--- config.mk ---
export PLATFORM = sky130hd
export DESIGN_NAME = instr_queue
export DESIGN_NICKNAME = d
export VERILOG_FILES = /design/src/rtl/drac_pkg.sv /design/src/rtl/instr_queue.sv
export SDC_FILE = /design/constraint.sdc
export NUM_CORES = 1
export LEC_CHECK = 0
export BUFFER_PORTS_ARGS = -buffer_cell sky130_fd_sc_hd__clkbuf_2
export CORE_MARGIN = 2
export CORE_UTILIZATION = 50
export CTS_CLUSTER_DIAMETER = 30
export CTS_CLUSTER_SIZE = 12
export DETAILED_ROUTE_END_ITERATION = 12
export PLACE_DENSITY_LB_ADDON = 0.05
export SKIP_LAST_GASP = 1
export SYNTH_ARGS = -nofsm -noshare
export SYNTH_HDL_FRONTEND = slang
export SYNTH_SLANG_ARGS = --single-unit
export TNS_END_PERCENT = 100
--- constraint.sdc ---
create_clock -name clk_i -period 12.5 [get_ports clk_i]
set_clock_uncertainty 0.2 [all_clocks]
set_input_delay 3.125 -clock clk_i [delete_from_list [all_inputs] [get_ports clk_i]]
set_output_delay 3.125 -clock clk_i [all_outputs]
set_load 0.01 [all_outputs]
--- src/rtl/drac_pkg.sv ---
// Shared pipeline types for the fetch/decode boundary and the ID-stage queue depth.
package drac_pkg;

    localparam int unsigned XLEN              = 64;
    localparam int unsigned INSTR_QUEUE_DEPTH = 4;

    typedef logic [XLEN-1:0] bus64_t;
    typedef logic [31:0]     riscv_inst_t;

    typedef enum logic [3:0] {
        INSTR_ADDR_MISALIGNED = 4'd0,
        INSTR_ACCESS_FAULT    = 4'd1,
        ILLEGAL_INSTR         = 4'd2,
        BREAKPOINT            = 4'd3,
        INSTR_PAGE_FAULT      = 4'd12,
        NONE                  = 4'd15
    } exception_cause_t;

    typedef struct packed {
        exception_cause_t cause;
        bus64_t           origin;
        logic             valid;
    } exception_t;

    typedef enum logic {
        PRED_NOT_TAKEN = 1'b0,
        PRED_TAKEN     = 1'b1
    } branch_pred_decision_t;

    typedef struct packed {
        branch_pred_decision_t decision;
        bus64_t                pred_addr;
    } branch_pred_t;

    typedef struct packed {
        bus64_t       pc_inst;
        riscv_inst_t  inst;
        logic         valid;
        exception_t   ex;
        branch_pred_t bpred;
    } if_id_stage_t;

endpackage

--- src/rtl/instr_queue.sv ---
// Fetch-to-decode decoupling FIFO; holds fetch off behind a faulting entry until it is consumed.
module instr_queue
    import drac_pkg::*;
#(
    parameter int unsigned DEPTH = INSTR_QUEUE_DEPTH,
    parameter int unsigned CNT_W = $clog2(DEPTH + 1)
) (
    input  logic               clk_i,
    input  logic               rst_i,
    input  logic               flush_i,
    input  logic               fetch_valid_i,
    input  if_id_stage_t       fetch_data_i,
    output logic               fetch_ready_o,
    input  logic               decode_ready_i,
    output if_id_stage_t       decode_o,
    output logic [CNT_W-1:0]   count_o,
    output logic               empty_o,
    output logic               full_o
);

    localparam int unsigned      PTR_W    = $clog2(DEPTH);
    localparam logic [CNT_W-1:0] FULL_CNT = CNT_W'(DEPTH);

    if_id_stage_t     mem_q [DEPTH];
    logic [PTR_W-1:0] head_q, head_d;
    logic [PTR_W-1:0] tail_q, tail_d;
    logic [CNT_W-1:0] count_q, count_d;
    logic             ex_pending_q, ex_pending_d;
    logic             push, pop;

    assign empty_o       = (count_q == '0);
    assign full_o        = (count_q == FULL_CNT);
    assign count_o       = count_q;
    // Ready looks only at registered state so decode back-pressure never reaches fetch combinationally.
    assign fetch_ready_o = !rst_i && !full_o && !ex_pending_q;

    assign push = fetch_valid_i && fetch_ready_o && !flush_i;
    assign pop  = decode_ready_i && !empty_o && !flush_i;

    // NOTE: every next-state signal gets a default first so no path leaves it unassigned (no latch).
    always_comb begin
        head_d       = head_q;
        tail_d       = tail_q;
        count_d      = count_q;
        ex_pending_d = ex_pending_q;
        if (flush_i) begin
            head_d       = '0;
            tail_d       = '0;
            count_d      = '0;
            ex_pending_d = 1'b0;
        end else begin
            if (push) tail_d = tail_q + 1'b1;
            if (pop)  head_d = head_q + 1'b1;
            if (push && !pop)      count_d = count_q + 1'b1;
            else if (pop && !push) count_d = count_q - 1'b1;
            if (pop && mem_q[head_q].ex.valid) ex_pending_d = 1'b0;
            if (push && fetch_data_i.ex.valid) ex_pending_d = 1'b1;
        end
    end

    // NOTE: sequential state uses non-blocking assignments so all registers update from pre-edge values.
    always_ff @(posedge clk_i) begin
        if (rst_i) begin
            head_q       <= '0;
            tail_q       <= '0;
            count_q      <= '0;
            ex_pending_q <= 1'b0;
        end else begin
            head_q       <= head_d;
            tail_q       <= tail_d;
            count_q      <= count_d;
            ex_pending_q <= ex_pending_d;
        end
    end

    // NOTE: the storage array is deliberately not reset; the empty check below masks stale contents.
    always_ff @(posedge clk_i) begin
        if (push) mem_q[tail_q] <= fetch_data_i;
    end

    always_comb begin
        decode_o = '0;
        if (!empty_o) decode_o = mem_q[head_q];
    end

    logic [PTR_W-1:0] ptr_diff;
    assign ptr_diff = tail_q - head_q;

    a_no_push_full: assert property (@(posedge clk_i) disable iff (rst_i) !(push && full_o));
    a_no_pop_empty: assert property (@(posedge clk_i) disable iff (rst_i) !(pop && empty_o));
    a_count_ptrs:   assert property (@(posedge clk_i) disable iff (rst_i)
                        count_q == (full_o ? FULL_CNT : CNT_W'(ptr_diff)));

endmodule

### Word-level counts from Yosys, hierarchy flattened

Memory sizes are Yosys's and may differ from the RTL's. A register that Yosys moved wholly into a read port is not among the register bits.
Index checks and enable logic that the tools add are counted.

* reductions and logical operators: 21
* $add $sub $neg: 4
* equal/unequal tests: 1
* mux-type cells: 9

Operators with widths (count)
* two-way mux 231 bit: 1
* logical AND 1 bit: 10
* zero test 1 bit: 7
* two-way mux 3 bit: 2
* adder 2 x 1 -> 2 bit (second input constant): 2
* two-way mux 1 bit: 4
* two-way mux 2 bit: 2
* nonzero test 2 bit: 2
* adder 3 x 1 -> 3 bit (second input constant): 1
* == test 3 bit (second input constant): 1
* zero test 3 bit: 1
* subtractor 3 x 1 -> 3 bit (second input constant): 1
* OR reduction 2 bit: 1

* output and inout bits: 237
* logic and storage cells: 40
* input bits: 236
* register bits: 8
* memories kept: 1
* bits in writable memories: 924

Memory list
* mem_q: depth 4, width 231, read ports 1, clocked after Yosys merged registers in 1, write ports 1, line instr_queue.sv:24 `if_id_stage_t mem_q [DEPTH];`

### Depth between registers and ports, before layout

Gate-level depths: netlist of the first run.

* depth after elaboration: 10
* depth in mapped cells: 10
* gate-level depth less buffers: 9

### Least setup slack after synthesis of the first run

Ideal clock, no wire load.

* path kind: input -> register
* start: input flush_i
* end: memory mem_q[0][0] (netlist name), enable pin
* required time: 11679 ps
* arrival time: 9194 ps
* setup slack: 2486 ps
* stages on the path: 4
* buffers on the path: 1
* setup time: 621 ps
* cells stage by stage: or2_2 buf_2 nor3_1 and2_1

* longest elaborated chain between the ends: 4

RTL lines
* start, declared: line instr_queue.sv:10 `input logic flush_i,`
* zero test 1 bit: line instr_queue.sv:37 `assign push = fetch_valid_i && fetch_ready_o && !flush_i;`
* logical AND 1 bit: line instr_queue.sv:37
* via push: line instr_queue.sv:29 `logic push, pop;`
* two-way mux 1 bit: line instr_queue.sv:78 `if (push) mem_q[tail_q] <= fetch_data_i;`
* two-way mux 1 bit (implied by the code): line instr_queue.sv:78
* end, declared: line instr_queue.sv:24

The timed path passes the listed nets, and every way through them passes these cells.

==> results.yml, run 1 <==
yosys:
  yosysWarnings: 0
  synth_seq_cells: 934
  async_flop_share_pct: 0
  synth.avg_cell_area_um2: 23.23
  synth_nets: 1767
  synth_cell_types: 28
  synthFlopType: "edfxtp_1"
  yosysSeqAreaShare_pct: 78.88
  synth_cells: 1525
  synth_edf_count: 924
  synth_area_um2: 35430
clock_network:
  cts_inserted_buffers: 178
  htree_levels: 4
  cts_setup_buffers: 0
  clock_latency_ns: 0.71
  cts-root-buf: "clkbuf_16"
  cts_tree: "yes"
  clk_path_buf_depth: 3
  clock-sinks: 934
  clk_pin_slew_ns: 0.05
  cts_resized: 0
  holdBufCountCts: 0
timing:
  fin_crit_sh_pct: 57.88
  hold_violations: 0
  slew_headroom_pct: 25.09
  setup-violations-final: 0
  rsz0062_at_grt: "false"
  setup_tns_ns: 0
  finalMaxSlewViolations: 0
  min_period_ns: 7.235
  worst_slew_pin_slew_ns: 1.124
  hold_ws_ns: 0.3219
  fmax_mhz: 138.2
setup_path:
  path_max_fanout: 71
  arrival_ns: 3.91
  start_kind: "register"
  end_kind: "output pin"
  path_common_cell: "buf_4"
  reg2reg_slack_ns: 8.30
  cpMaxStageDelayCell: "buf_4"
  path_cells: "nor3_2, buf_4, buf_4, buf_4, nor2b_1, clkbuf_2"
  crit_path_max_incr_delay_ns: 0.78
  path_class: "reg -> out"
  crit_required_ns: 9.17
route:
  drt_wl_total_um: 76240
  firstDrtPassIters: 5
  vias: 17330
  wl_per_cell_um: 23.68
  drt-vias-per-instance: 5.382
  drt_iter0_drc: 1104
  drc: 0
  postRouteAntennaNets: 0
global_routing:
  grt_pass1_wl_um: 114100
  grt-ovfl-total: 0
  track_usage_pct: 21.13
  grt_max_degree: 164
  antenna_found_initial: 25
  first_global_vias: 18420
finish:
  nNetsFinal: 2363
  mostFrequentLayoutCells: "edfxtp_1, clkbuf_2, nor2b_1"
  layout_commonest_cell: "edfxtp_1"
  drive_above_1_share_pct: 45.31
  area_growth_pct: 26.78
die:
  fp.dieW_um: 270.2
  die_y_um: 270.2
  core_um2: 70150
  start_util_pct: 50.51
  die-area_um2: 73010
  ioPinCount: 473
  num_rows: 97
pwr:
  pwr_density_cell_nw_per_um2: 190.4
  ir_worst_vdd_mv: 0.1467
  power.leakage_uw: 0.01530
flow_run:
  maxCapViolCount: 0
run_status:
  status: "finished, final reports clean"
place:
  hpwl_um: 43840
  routabilityCongestion: 0.7737
  io_buffers: 472
worst_hold_path:
  hp-class: "reg -> reg"
cells in the mapped netlist, types with 3 or more instances:
cell	n	area share (%)
nor2_1	4	0.042
nor3_1	3	0.042
buf_6	22	0.70
clkbuf_1	29	0.31
a21oi_1	6	0.085
nor2b_1	232	4.1
edfxtp_1	924	78
mux4_2	231	15
ha_1	5	0.18
buf_2	28	0.40
dfxtp_1	10	0.57
o21ai_0	4	0.057
inv_1	4	0.042
and2_1	4	0.071
metrics by stage:
stage,utilization [%],setup WS (ns),power [uW],instance area [um^2],std cells
4_1_cts,64.00,5.179,8637,44900,3211
5_1_grt,64.02,4.993,8813,44910,3217
3_3_place_gp,55.17,5.323,3810,38700,2881
3_5_place_dp,55.17,5.343,3818,38700,2881
6_report,64.03,5.265,8551,44920,3220
2_1_floorplan,-,2.486,3679,35430,1525
area by class of cell:
| cell class | count | area, um^2 |
|---|---|---|
| fillers | 4972 | 25230 |
| well taps | 940 | 1176 |
| flip-flops and latches | 934 | 27950 |
| multi-input cells | 507 | 6983 |
| clock buffers | 197 | 4568 |
| diodes | 9 | 22.52 |
| inverters | 5 | 18.77 |
| clock inverters | 133 | 1624 |
| repair buffers | 495 | 2572 |
cells by family after synthesis:
| logic type | Yosys count | share of synthesized area [%] |
|---|---|---|
| AO/OA/AOI/OAI | 13 | 0.2190 |
| multiplexers | 232 | 14.71 |
| XOR/XNOR | 2 | 0.04945 |
| flip-flops | 934 | 78.88 |
| AND/OR/NAND/NOR | 254 | 4.453 |
| buffers and inverters | 84 | 1.455 |
| adder cells (fa/ha/maj) | 6 | 0.2331 |
power by group:
group	total [uW]	internal (uW)	switching, uW
logic	261	102	159
clock network	4790	3210	1590
registers	3500	3490	8.38
total	8550	6800	1750
critical path: cells and delay by family, from the launching register on:
kind	cells	cell delay (ns)
flip-flops	1	0.36
buffers and inverters	4	2.29
AND/OR/NAND/NOR	2	0.36
registers in the layout, indices dropped and copies added (netlist names), named ones only:
| register | cells |
|---|---|
| tail_q | 2 |
| ex_pending_q | 1 |
| head_q | 2 |
| mem_q | 924 |
| count_o | 3 |
worst paths after layout:
path | cells after the start | endpoint | start
worst max register to register | 6 | mem_q[3][130] | count_o[0]
worst max-delay path | 6 | decode_o[40] | count_o[1]
worst min register to register | 2 | register | head_q[0]
worst min-delay path | 2 | register | head_q[0]
layer usage:
layer,track usage [%],wire length (um),vias to the layer above
met5,0,210,-
met4,7.866,1982,32
met3,8.579,6639,170
met2,33.57,37730,526
met1,26.28,29680,9019
li1,-,-,7582
Power figures use the tool's default switching activity.
==> run 2, diff against run 1 <==
clock period = 5.9 ns   (was 12.5 ns; I/O delays follow)
==> run 2 against run 1 <==
  * Core utilization grew 0.25 points
  * Critical path type unchanged
  * Non-clock buffer count grew 17
  * Combinational power is 120% higher
==> results.yml, run 2 (synthesized netlist as in run 1, its figures left out) <==
die:
  core_um2: 70150
  num_rows: 97
  die-area_um2: 73010
  ioPinCount: 473
  die_y_um: 270.2
  fp.dieW_um: 270.2
  start_util_pct: 50.51
clock_network:
  cts_resized: 0
  clk_pin_slew_ns: 0.04
  cts_tree: "yes"
  htree_levels: 4
  clock_latency_ns: 0.72
  cts_inserted_buffers: 170
  cts_setup_buffers: 0
  cts-root-buf: "clkbuf_16"
  clock-sinks: 934
  clk_path_buf_depth: 3
  holdBufCountCts: 0
finish:
  nNetsFinal: 2372
  drive_above_1_share_pct: 45.09
  nFillCells: 4907
  regMostFlops: "mem_q"
  area_growth_pct: 27.28
  mostFrequentLayoutCells: "edfxtp_1, clkbuf_2, nor2b_1"
  final_cell_area_um2: 45100
  layout_commonest_cell: "edfxtp_1"
  largest_register_ffs: 924
setup_path:
  start_kind: "register"
  crit_path_max_incr_delay_ns: 0.95
  path_buf_inv: 2
  path_class: "reg -> out"
  cp_top_family: "flip-flops"
  end_kind: "output pin"
  arrival_ns: 3.11
  path_cells: "buf_4, mux4_2, nor2b_1, clkbuf_2"
  cpMaxStageDelayCell: "dfxtp_4"
  path_max_fanout: 39
  crit_required_ns: 4.22
timing:
  fin_crit_sh_pct: 81.07
  slew_headroom_pct: 37.31
  hold_violations: 0
  min_period_ns: 4.783
  fmax_mhz: 209.1
  setup_ws_ns: 1.117
  worst_slew_pin_slew_ns: 0.9404
  hold_ws_ns: 0.2711
  setup_tns_ns: 0
  setup-violations-final: 0
  finalMaxSlewViolations: 0
  rsz0062_at_grt: "false"
global_routing:
  first_global_vias: 18890
  use_met3_pct: 7.637
  track_usage_pct: 21.65
  grt-busiest-layer: "met2"
  grt_pass1_wl_um: 116600
  grtUsageMet2_pct: 35.19
  use_met1_pct: 27.25
  grt-ovfl-total: 0
  antenna_found_initial: 17
  grt_max_degree: 95
place:
  dp_slack_ns: 1.624
  hpwl_um: 45880
  routabilityCongestion: 0.7519
  io_buffers: 472
  placed_area_um2: 39100
route:
  vias: 17450
  drt_wl_total_um: 77880
  drt_iter0_drc: 1167
  drt-vias-per-instance: 5.418
  firstDrtPassIters: 5
  wl_per_cell_um: 24.19
  postRouteAntennaNets: 0
  drc: 0
worst_hold_path:
  hp-class: "reg -> reg"
flow_run:
  maxCapViolCount: 0
run_status:
  status: "finished, final reports clean"
pwr:
  pwr_density_cell_nw_per_um2: 396.4
  ir_worst_vdd_mv: 0.3446
  power.leakage_uw: 0.01534
-- run 2: worst paths after layout --
check                           depth (start not counted)  slack (ns)        from            end
worst max register to register                          5        2.92  count_o[0]  mem_q[3][126]
worst min register to register                          2        0.27   head_q[1]       register
worst max-delay path                                    4        1.12    register    decode_o[8]
worst min-delay path                                    2        0.27   head_q[1]       register
-- run 2: metal layers --
layer / routed length, um / vias up
met1: 30200 / 9152
li1: - / 7567
met3: 6409 / 136
met5: 150 / -
met4: 1832 / 22
met2: 39290 / 569
-- run 2: layout make-up --
| type | instances | area (um^2) | share of cell area (%) |
|---|---|---|---|
| Timing Repair Buffer | 512 | 2963 | 6.570 |
| Inverter | 5 | 18.77 | 0.04162 |
| Clock buffer | 200 | 4429 | 9.822 |
| Sequential cell | 934 | 27950 | 61.99 |
| Multi-Input combinational cell | 507 | 6983 | 15.48 |
| Clock inverter | 113 | 1550 | 3.438 |
| Tap cell | 940 | 1176 | 2.608 |
| Antenna cell | 9 | 22.52 | 0.04994 |
-- run 2: where the power goes --
group          switching [uW]  total [uW]  internal (uW)
sequential               18.2        7400           7390
clock                    3280        9910           6630
combinational             344         568            224
total                    3640       17900          14200
-- run 2: worst register-to-register path, stage by stage (launching register included) --
cell and delay [ns]:
dfxtp_1 0.46, or3b_1 0.21, inv_2 0.09, nor3_1 0.45, and2_4 0.82, buf_4 0.42
-- run 2: per-stage QoR --
stage | total power [uW] | util, % | cells
6_report | 17880 | 64.29 | 3220
5_1_grt | 18420 | 64.27 | 3215
4_1_cts | 18070 | 64.25 | 3211
3_5_place_dp | 8104 | 55.73 | 2898
3_3_place_gp | 8089 | 55.73 | 2898
2_1_floorplan | 7784 | - | 1525
